**src/rtl/mem_access_pkg.sv**
```systemverilog
// Shared definitions for the load/store memory adapter: size codes, FSM states,
// and the lane mask / alignment helpers used by both control and datapath.
package mem_access_pkg;

  localparam logic [1:0] SZ_BYTE    = 2'b00;
  localparam logic [1:0] SZ_HALF    = 2'b01;
  localparam logic [1:0] SZ_WORD    = 2'b10;
  localparam logic [1:0] SZ_ILLEGAL = 2'b11;

  typedef enum logic [2:0] {
    ST_IDLE,
    ST_RD_REQ,
    ST_RD_WAIT,
    ST_WR_REQ,
    ST_WR_WAIT,
    ST_RESP
  } state_t;

  // Byte-enable style mask for the addressed lane(s); word accesses cover all lanes.
  function automatic logic [31:0] lane_mask(input logic [1:0] size, input logic [1:0] lane);
    logic [31:0] base;
    case (size)
      SZ_BYTE: base = 32'h0000_00FF;
      SZ_HALF: base = 32'h0000_FFFF;
      default: base = 32'hFFFF_FFFF;
    endcase
    return base << {lane, 3'b000};
  endfunction

  function automatic logic misaligned(input logic [1:0] size, input logic [1:0] addr);
    logic bad;
    case (size)
      SZ_HALF: bad = addr[0];
      SZ_WORD: bad = (addr != 2'b00);
      default: bad = 1'b0;
    endcase
    return bad;
  endfunction

endpackage

```
**src/rtl/mem_lane_align.sv**
```systemverilog
// Combinational lane datapath: extracts and extends sub-word load data and
// merges right-aligned store data into an existing memory word.
module mem_lane_align
  import mem_access_pkg::*;
(
  input  logic [1:0]  size,
  input  logic [1:0]  lane,
  input  logic        is_unsigned,
  input  logic [31:0] mem_word,
  input  logic [31:0] wdata,
  output logic [31:0] load_data,
  output logic [31:0] merged_data
);

  logic [4:0]  shamt;
  logic [31:0] shifted;
  logic [31:0] mask;

  assign shamt   = {lane, 3'b000};
  assign shifted = mem_word >> shamt;
  assign mask    = lane_mask(size, lane);

  always_comb begin
    load_data = shifted;
    case (size)
      SZ_BYTE: load_data = {{24{~is_unsigned & shifted[7]}}, shifted[7:0]};
      SZ_HALF: load_data = {{16{~is_unsigned & shifted[15]}}, shifted[15:0]};
      default: load_data = shifted;
    endcase
  end

  assign merged_data = (mem_word & ~mask) | ((wdata << shamt) & mask);

endmodule

```
**src/rtl/mem_access_adapter.sv**
```systemverilog
// Load/store front-end for a word-addressed data memory: byte/half/word access,
// read-modify-write for sub-word stores, per-phase ack timeout.
//
// state      | meaning
// -----------+-----------------------------------------------------------
// ST_IDLE    | ready for a request; captures it on valid
// ST_RD_REQ  | one-cycle memory read enable
// ST_RD_WAIT | waiting for read ack (load result or RMW old word)
// ST_WR_REQ  | one-cycle memory write enable with final word
// ST_WR_WAIT | waiting for write ack
// ST_RESP    | one-cycle response pulse
module mem_access_adapter
  import mem_access_pkg::*;
#(
  parameter int unsigned TIMEOUT_CYCLES = 16
) (
  input  logic        clk,
  input  logic        rst,
  input  logic        req_valid_i,
  output logic        req_ready_o,
  input  logic        req_we_i,
  input  logic [1:0]  req_size_i,
  input  logic        req_unsigned_i,
  input  logic [31:0] req_addr_i,
  input  logic [31:0] req_wdata_i,
  output logic        resp_valid_o,
  output logic [31:0] resp_rdata_o,
  output logic        resp_err_o,
  output logic        mem_rd_en_o,
  output logic        mem_wr_en_o,
  output logic [31:0] mem_addr_o,
  output logic [31:0] mem_data_o,
  input  logic [31:0] mem_data_i,
  input  logic        mem_ack_i
);

  localparam int CNT_W = (TIMEOUT_CYCLES > 1) ? $clog2(TIMEOUT_CYCLES) : 1;
  localparam logic [CNT_W-1:0] CNT_LAST = CNT_W'(TIMEOUT_CYCLES - 1);

  state_t            state_q, state_d;
  logic              we_q, we_d;
  logic [1:0]        size_q, size_d;
  logic              uns_q, uns_d;
  logic [31:0]       addr_q, addr_d;
  logic [31:0]       wdata_q, wdata_d;
  logic              err_q, err_d;
  logic [31:0]       rdata_q, rdata_d;
  logic [31:0]       wr_data_q, wr_data_d;
  logic [CNT_W-1:0]  cnt_q, cnt_d;

  logic [31:0]       load_data;
  logic [31:0]       merged_data;
  logic              req_bad;
  logic              timeout_hit;

  mem_lane_align u_align (
    .size        (size_q),
    .lane        (addr_q[1:0]),
    .is_unsigned (uns_q),
    .mem_word    (mem_data_i),
    .wdata       (wdata_q),
    .load_data   (load_data),
    .merged_data (merged_data)
  );

  assign req_bad     = (req_size_i == SZ_ILLEGAL) || misaligned(req_size_i, req_addr_i[1:0]);
  assign timeout_hit = (TIMEOUT_CYCLES != 0) && (cnt_q == CNT_LAST);

  always_ff @(posedge clk or posedge rst) begin
    if (rst) begin
      state_q   <= ST_IDLE;
      we_q      <= 1'b0;
      size_q    <= SZ_BYTE;
      uns_q     <= 1'b0;
      addr_q    <= '0;
      wdata_q   <= '0;
      err_q     <= 1'b0;
      rdata_q   <= '0;
      wr_data_q <= '0;
      cnt_q     <= '0;
    end else begin
      state_q   <= state_d;
      we_q      <= we_d;
      size_q    <= size_d;
      uns_q     <= uns_d;
      addr_q    <= addr_d;
      wdata_q   <= wdata_d;
      err_q     <= err_d;
      rdata_q   <= rdata_d;
      wr_data_q <= wr_data_d;
      cnt_q     <= cnt_d;
    end
  end

  always_comb begin
    state_d   = state_q;
    we_d      = we_q;
    size_d    = size_q;
    uns_d     = uns_q;
    addr_d    = addr_q;
    wdata_d   = wdata_q;
    err_d     = err_q;
    rdata_d   = rdata_q;
    wr_data_d = wr_data_q;
    cnt_d     = cnt_q;

    case (state_q)
      ST_IDLE: begin
        if (req_valid_i) begin
          we_d      = req_we_i;
          size_d    = req_size_i;
          uns_d     = req_unsigned_i;
          addr_d    = req_addr_i;
          wdata_d   = req_wdata_i;
          rdata_d   = '0;
          wr_data_d = req_wdata_i;
          cnt_d     = '0;
          err_d     = req_bad;
          if (req_bad)
            state_d = ST_RESP;
          else if (!req_we_i || req_size_i != SZ_WORD)
            state_d = ST_RD_REQ;
          else
            state_d = ST_WR_REQ;
        end
      end

      ST_RD_REQ: begin
        cnt_d   = '0;
        state_d = ST_RD_WAIT;
      end

      ST_RD_WAIT: begin
        if (mem_ack_i) begin
          if (we_q) begin
            wr_data_d = merged_data;
            state_d   = ST_WR_REQ;
          end else begin
            rdata_d = load_data;
            state_d = ST_RESP;
          end
        end else if (timeout_hit) begin
          // An RMW store that times out here is abandoned before any write.
          err_d   = 1'b1;
          state_d = ST_RESP;
        end else begin
          cnt_d = cnt_q + CNT_W'(1);
        end
      end

      ST_WR_REQ: begin
        cnt_d   = '0;
        state_d = ST_WR_WAIT;
      end

      ST_WR_WAIT: begin
        if (mem_ack_i) begin
          state_d = ST_RESP;
        end else if (timeout_hit) begin
          err_d   = 1'b1;
          state_d = ST_RESP;
        end else begin
          cnt_d = cnt_q + CNT_W'(1);
        end
      end

      ST_RESP: begin
        state_d = ST_IDLE;
      end

      default: begin
        state_d = ST_IDLE;
      end
    endcase
  end

  // Every output is a decode of registered state, never of a live input.
  assign req_ready_o  = (state_q == ST_IDLE);
  assign mem_rd_en_o  = (state_q == ST_RD_REQ);
  assign mem_wr_en_o  = (state_q == ST_WR_REQ);
  assign resp_valid_o = (state_q == ST_RESP);
  assign resp_err_o   = (state_q == ST_RESP) && err_q;
  assign resp_rdata_o = (state_q == ST_RESP) ? rdata_q : 32'h0;
  assign mem_addr_o   = {addr_q[31:2], 2'b00};
  assign mem_data_o   = wr_data_q;

endmodule

```
**config.mk**
```make
export PLATFORM = sky130hd
export DESIGN_NAME = mem_access_adapter
export DESIGN_NICKNAME = d
export VERILOG_FILES = /design/src/rtl/mem_access_pkg.sv /design/src/rtl/mem_lane_align.sv /design/src/rtl/mem_access_adapter.sv
export SDC_FILE = /design/constraint.sdc
export NUM_CORES = 1
export LEC_CHECK = 0
export BUFFER_PORTS_ARGS = -buffer_cell sky130_fd_sc_hd__buf_2
export CAP_MARGIN = 20
export CORE_MARGIN = 1
export CORE_UTILIZATION = 55
export CTS_BUF_LIST = sky130_fd_sc_hd__clkbuf_2
export DETAILED_ROUTE_END_ITERATION = 8
export PLACE_DENSITY = 0.93
export SYNTH_ARGS = -nofsm -noshare
export SYNTH_HDL_FRONTEND = slang
export SYNTH_SLANG_ARGS = --single-unit
export TNS_END_PERCENT = 10
```
**constraint.sdc**
```tcl
create_clock -name clk -period 8.5 [get_ports clk]
set_clock_uncertainty 0.2 [all_clocks]
set_input_delay 0.425 -clock clk [delete_from_list [all_inputs] [get_ports clk]]
set_output_delay 0.425 -clock clk [all_outputs]
set_load 0.005 [all_outputs]
```
### Word-level counts from Yosys, hierarchy flattened

Cells that the tools add are included.

| storage, ports and cells | value |
|---|---|
| register bits | 140 |
| input port bits | 104 |
| output and inout bits | 101 |
| logic and storage cells | 84 |

| operators by class | value |
|---|---|
| add/sub/neg operators | 1 |
| equality and inequality tests | 18 |
| shifts and indexed selects | 3 |
| multiplexer cells | 28 |
| bitwise gates (word level) | 7 |
| reductions and logical operators | 17 |

Operator list:

| cell | number |
|---|---|
| 32-bit one-hot mux with 2 select lines | 4 |
| 32-bit 2-to-1 mux | 7 |
| 32-bit AND | 2 |
| 32-bit by 5-bit left shift with 32-bit output | 2 |
| 32-bit NOT | 1 |
| 32-bit OR | 1 |
| 32-bit by 5-bit >> shifter with 32-bit output | 1 |
| 3-bit 2-to-1 mux | 6 |
| 4-bit AND reduction | 4 |
| 3-bit one-hot mux with 5 select lines | 1 |
| 2-bit inequality test, second input constant | 7 |
| 4-bit 2-to-1 mux | 3 |
| 4-bit one-hot mux with 3 select lines | 1 |
| 3-bit by 2-bit equality test with 1-bit output, second input constant | 2 |
| 3-bit equality test, second input constant | 2 |
| 2-bit nonzero test | 3 |
| 4-bit by 1-bit adder with 4-bit output, second input constant | 1 |
| 2-bit by 1-bit equality test with 1-bit output, second input constant | 2 |
| 2-bit equality test, second input constant | 2 |
| 4-bit equality test, second input constant | 1 |
| 1-bit one-hot mux with 2 select lines | 2 |
| 2-bit OR reduction | 2 |
| 3-bit by 1-bit equality test with 1-bit output, second input constant | 1 |
| 3-bit logical NOT | 1 |
| other kinds (11) | 15 |

### Depth between registers and ports, before layout

| logic depth | value |
|---|---|
| depth in word-level cells | 9 |
| gate-level depth with buffers | 7 |
| mapped depth without buffers | 6 |

### By module

A second synthesis with hierarchy kept.

| unflattened totals | value |
|---|---|
| cells, all modules | 704 |
| area, all modules | 8006.4 um^2 |

Modules (own cells, without submodules):

| module | instances | cells each | area each (um^2) | sequential area each (um^2) |
|---|---|---|---|---|
| mem_access_adapter | 1 | 495 | 6261.0 | 3503.4 |
| mem_lane_align | 1 | 209 | 1745.4 | 0.0 |

### Least setup slack after synthesis

Ideal clock, no wire load.

| path | value |
|---|---|
| path type | register to output |
| start | reg state_q[0] |
| end | out resp_rdata_o[22] |
| data arrival time | 1362 ps |
| required time | 7875 ps |
| setup slack | 6513 ps |
| stages on the path, launching flop included | 5 |
| buffers on the path | 2 |
| path through | dfrtp_1 clkbuf_1 nor3b_2 clkbuf_1 and2_1 |

| between the ends | value |
|---|---|
| word-level cells in the longest chain between the ends | 2 |

Ends and longest elaborated chain:

| element | RTL line | source |
|---|---|---|
| start, declared | mem_access_adapter.sv:40 | `state_t state_q, state_d;` |
| start signal, assigned | mem_access_adapter.sv:82 | `state_q <= state_d;` |
| 3-bit equality test | - |  |
| net resp_valid_o | mem_access_adapter.sv:26 | `output logic resp_valid_o,` |
| 32-bit 2-to-1 mux | mem_access_adapter.sv:183 | `assign resp_rdata_o = (state_q == ST_RESP) ? rdata_q : 32'h0;` |
| end, declared | mem_access_adapter.sv:27 | `output logic [31:0] resp_rdata_o,` |

The timed path passes the listed nets, and every way through them passes these cells.

### Worst setup path in the final report

| path | value |
|---|---|
| start | reg state_q[2] |
| end | out resp_rdata_o[1] |

| between the ends | value |
|---|---|
| word-level cells in the longest chain between the ends | 2 |

Ends and longest elaborated chain:

| element | RTL line |
|---|---|
| 3-bit equality test | mem_access_adapter.sv:183 |
| 32-bit 2-to-1 mux | mem_access_adapter.sv:183 |

No other way between the ends.

==> results.sh <==
export IMPL_crit_path_end_kind="output pin"
export IMPL_drv_cap=0
export IMPL_finalInstanceArea_mm2=0.009756
export IMPL_grt_use_met3_pct=10.68
export IMPL_drc=0
export IMPL_syn_instance_count=819
export IMPL_r2r_cells=5
export IMPL_cp_max_fo=34
export IMPL_power_leakage_nw=4.801
export IMPL_dr_pass1_iters=8
export IMPL_first_iter_violations=1119
export IMPL_final_common_cell="nand2_1"
export IMPL_final_cell_mix="nand2_1, buf_2, dfrtp_1"
export IMPL_ant_nets=0
export IMPL_cts_made_buffers=17
export IMPL_yosysUniqueCellTypes=51
export IMPL_use_met1_pct=43.33
export IMPL_initial_core_util_pct=56.82
export IMPL_max_stage_delay_ns=0.65
export IMPL_cts_tree="yes"
export IMPL_grt_overflow_total=0
export IMPL_critPathSlowestCell="dfrtp_1"
export IMPL_port_buffers=202
export IMPL_power_density_mw_per_mm2=318.2
export IMPL_wirelength_mm=25.12
export IMPL_grt_pass1_wl_mm=39.06
export IMPL_htree_num_levels=4
export IMPL_core_mm2=0.01330
export IMPL_ys_seq_area_share_pct=46.37
export IMPL_worst_slew_margin_rel_pct=36.28
export IMPL_hpwl_mm=14.65
export IMPL_vdd_drop_max_v=0.0001730
export IMPL_tightest_slew_ns=0.9535
export IMPL_finalCritPeriodShare_pct=35.10
export IMPL_track_usage_pct=36.03
export IMPL_antenna_found_initial=1
export IMPL_clk_pin_slew_ns=0.29
export IMPL_cp_start_kind="flip-flop"
export IMPL_grt_busiest_layer="met2"
export IMPL_ys_ff_latch=140
export IMPL_area_growth_pct=29.13
export IMPL_synth_cell_area_mm2=0.007555
export IMPL_wl_per_cell_um=19.98
export IMPL_die_h_um=119.2
export IMPL_synth_warnings=0
export IMPL_synthArstFlopShare_pct=100.0
export IMPL_nNetsFinal=1175
export IMPL_fin_crit_ns=2.984
export IMPL_finalMaxSlewViolations=0
export IMPL_grt_start_max_net_pins=111
export IMPL_use_met2_pct=56.14
export IMPL_num_vias=7670
export IMPL_rr_endpoint="rdata_q[20]"
export IMPL_status="finished, final reports clean"
export IMPL_path_cells="inv_1 -> nor3b_2 -> buf_4 -> and2_1 -> buf_2"
export IMPL_hold_violations=0
export IMPL_gp_congestion=0.9331
export IMPL_min_path_type="in2async"
export IMPL_cts_root_buf="clkbuf_2"
export IMPL_clock_sinks=140
export IMPL_ios=205
export IMPL_crit_type="reg2out"
export IMPL_dieArea_mm2=0.01421
export IMPL_postCtsResizedCells=0
export IMPL_clock_latency_ns=0.80
export IMPL_drive_gt1_share_pct=27.41
export IMPL_crit_arrival_ns=2.36
export IMPL_fmax_mhz=335.1
export IMPL_synth_top_flop_cell="dfrtp_1"
export IMPL_fin_tns_setup_ns=0
export IMPL_rows=42
export IMPL_setup_violations=0
export IMPL_vias_per_cell=6.102
export IMPL_rsz0062_at_grt="no"
export IMPL_reg2reg_slack_ns=5.55
export IMPL_cts_path_max_buffers=2
export IMPL_r2r_start="addr_q[0]"
export IMPL_placed_cell_area_mm2=0.008376
export IMPL_grt_pass1_vias=7609
export IMPL_synth_edff_count=0
export IMPL_syn_area_per_cell_um2=9.224
export IMPL_cp_required_ns=7.88
export IMPL_total_power_mw=3.104
export IMPL_die_width_um=119.2
where the power goes:
group	switching [mW]	total (mW)	internal (mW)	leakage (nW)
clock	0.258	0.445	0.187	0.143
sequential	0.252	1.20	0.951	1.75
combinational	0.820	1.46	0.635	2.91
total	1.33	3.10	1.77	4.80
repair_timing:
| action | in CTS | in global routing |
|---|---|---|
| setup buffers | 0 | 0 |
| hold buffers | 105 | 0 |
| hold endpoints to repair | 197 | 0 |
| endpoints found under the setup margin | 0 | 0 |
cell families after synthesis:
kind of cell,share of synthesized area [%]
AO/OA/AOI/OAI,13.38
adder cells (fa/ha/maj),0.6625
buffers and inverters,6.774
other,0.04964
XOR/XNOR,0.1160
multiplexers,11.81
AND/OR/NAND/NOR,20.83
flip-flops,46.37
cell type report:
class / instances / area (um2)
Clock buffer: 17 / 85.08
Fill cell: 851 / 3540
Multi-Input combinational cell: 585 / 3560
Timing Repair Buffer: 317 / 2177
Clock inverter: 15 / 178.9
Antenna cell: 1 / 2.502
Sequential cell: 140 / 3505
Inverter: 6 / 27.53
Tap cell: 176 / 220.2
critical path, delay by kind of cell, from the launching register on:
kind	cells	cell delay, ns
DFF	1	0.65
and+or+nand+nor	2	0.39
buffers and inverters	3	0.57
worst max path at each step:
stage,startpoint,end,slack [ns],depth (start not counted)
after floorplan,rst,addr_q[0],4.12,1
after global placement,state_q[2],rdata_q[26],5.71,5
after detailed placement,state_q[2],rdata_q[30],5.64,5
after CTS,state_q[2],resp_rdata_o[6],5.51,5
after global routing,state_q[2],resp_rdata_o[1],5.33,5
final,state_q[2],resp_rdata_o[1],5.52,5
cell usage after synthesis, drive strengths merged (2+ instances only):
cell type	number	share of area, %
nor2b	5	0.41
mux2	31	4.6
nor3b	6	0.93
and2	34	2.8
o21ai	38	2.5
nand4	2	0.17
nor2	30	1.6
nand3b	16	1.6
mux4	9	2.7
a221o	16	2.1
inv	6	0.30
o21a	3	0.30
and3	2	0.17
mux2i	34	4.5
nor3	2	0.13
a211oi	4	0.46
buf	51	4.6
ha	4	0.66
nand2	222	11
a21oi	40	2.7
a31oi	16	1.3
or2	3	0.25
nand3	21	1.4
a22oi	15	1.5
clkbuf	38	1.9
o22ai	16	1.3
dfrtp	140	46
layer usage:
| metal | share of wire [%] | up-vias |
|---|---|---|
| li1 | - | 3309 |
| met4 | 7.1 | 0 |
| met2 | 46 | 626 |
| met1 | 36 | 3553 |
| met5 | 0 | - |
| met3 | 11 | 182 |
sequential cells by signal (all words and copies together), names as in the netlist:
| register | flops |
|---|---|
| addr_q | 32 |
| cnt_q | 4 |
| err_q | 1 |
| mem_data_o | 32 |
| rdata_q | 32 |
| size_q | 2 |
| state_q | 3 |
| uns_q | 1 |
| wdata_q | 32 |
| we_q | 1 |
through the flow:
stage                     hold slack [ns]  std cells  util [%]  worst slack [ns]
after floorplan                    0.2410        820         -             4.122
after global routing              0.06658       1257     73.38             5.327
after CTS                         0.04091       1253     72.89             5.506
final                            0.001578       1257     73.38             5.516
after global placement             0.2535       1116     63.00             5.713
after detailed placement           0.2564       1116     63.00             5.635
Note: power is estimated with default switching activity, not from simulation.
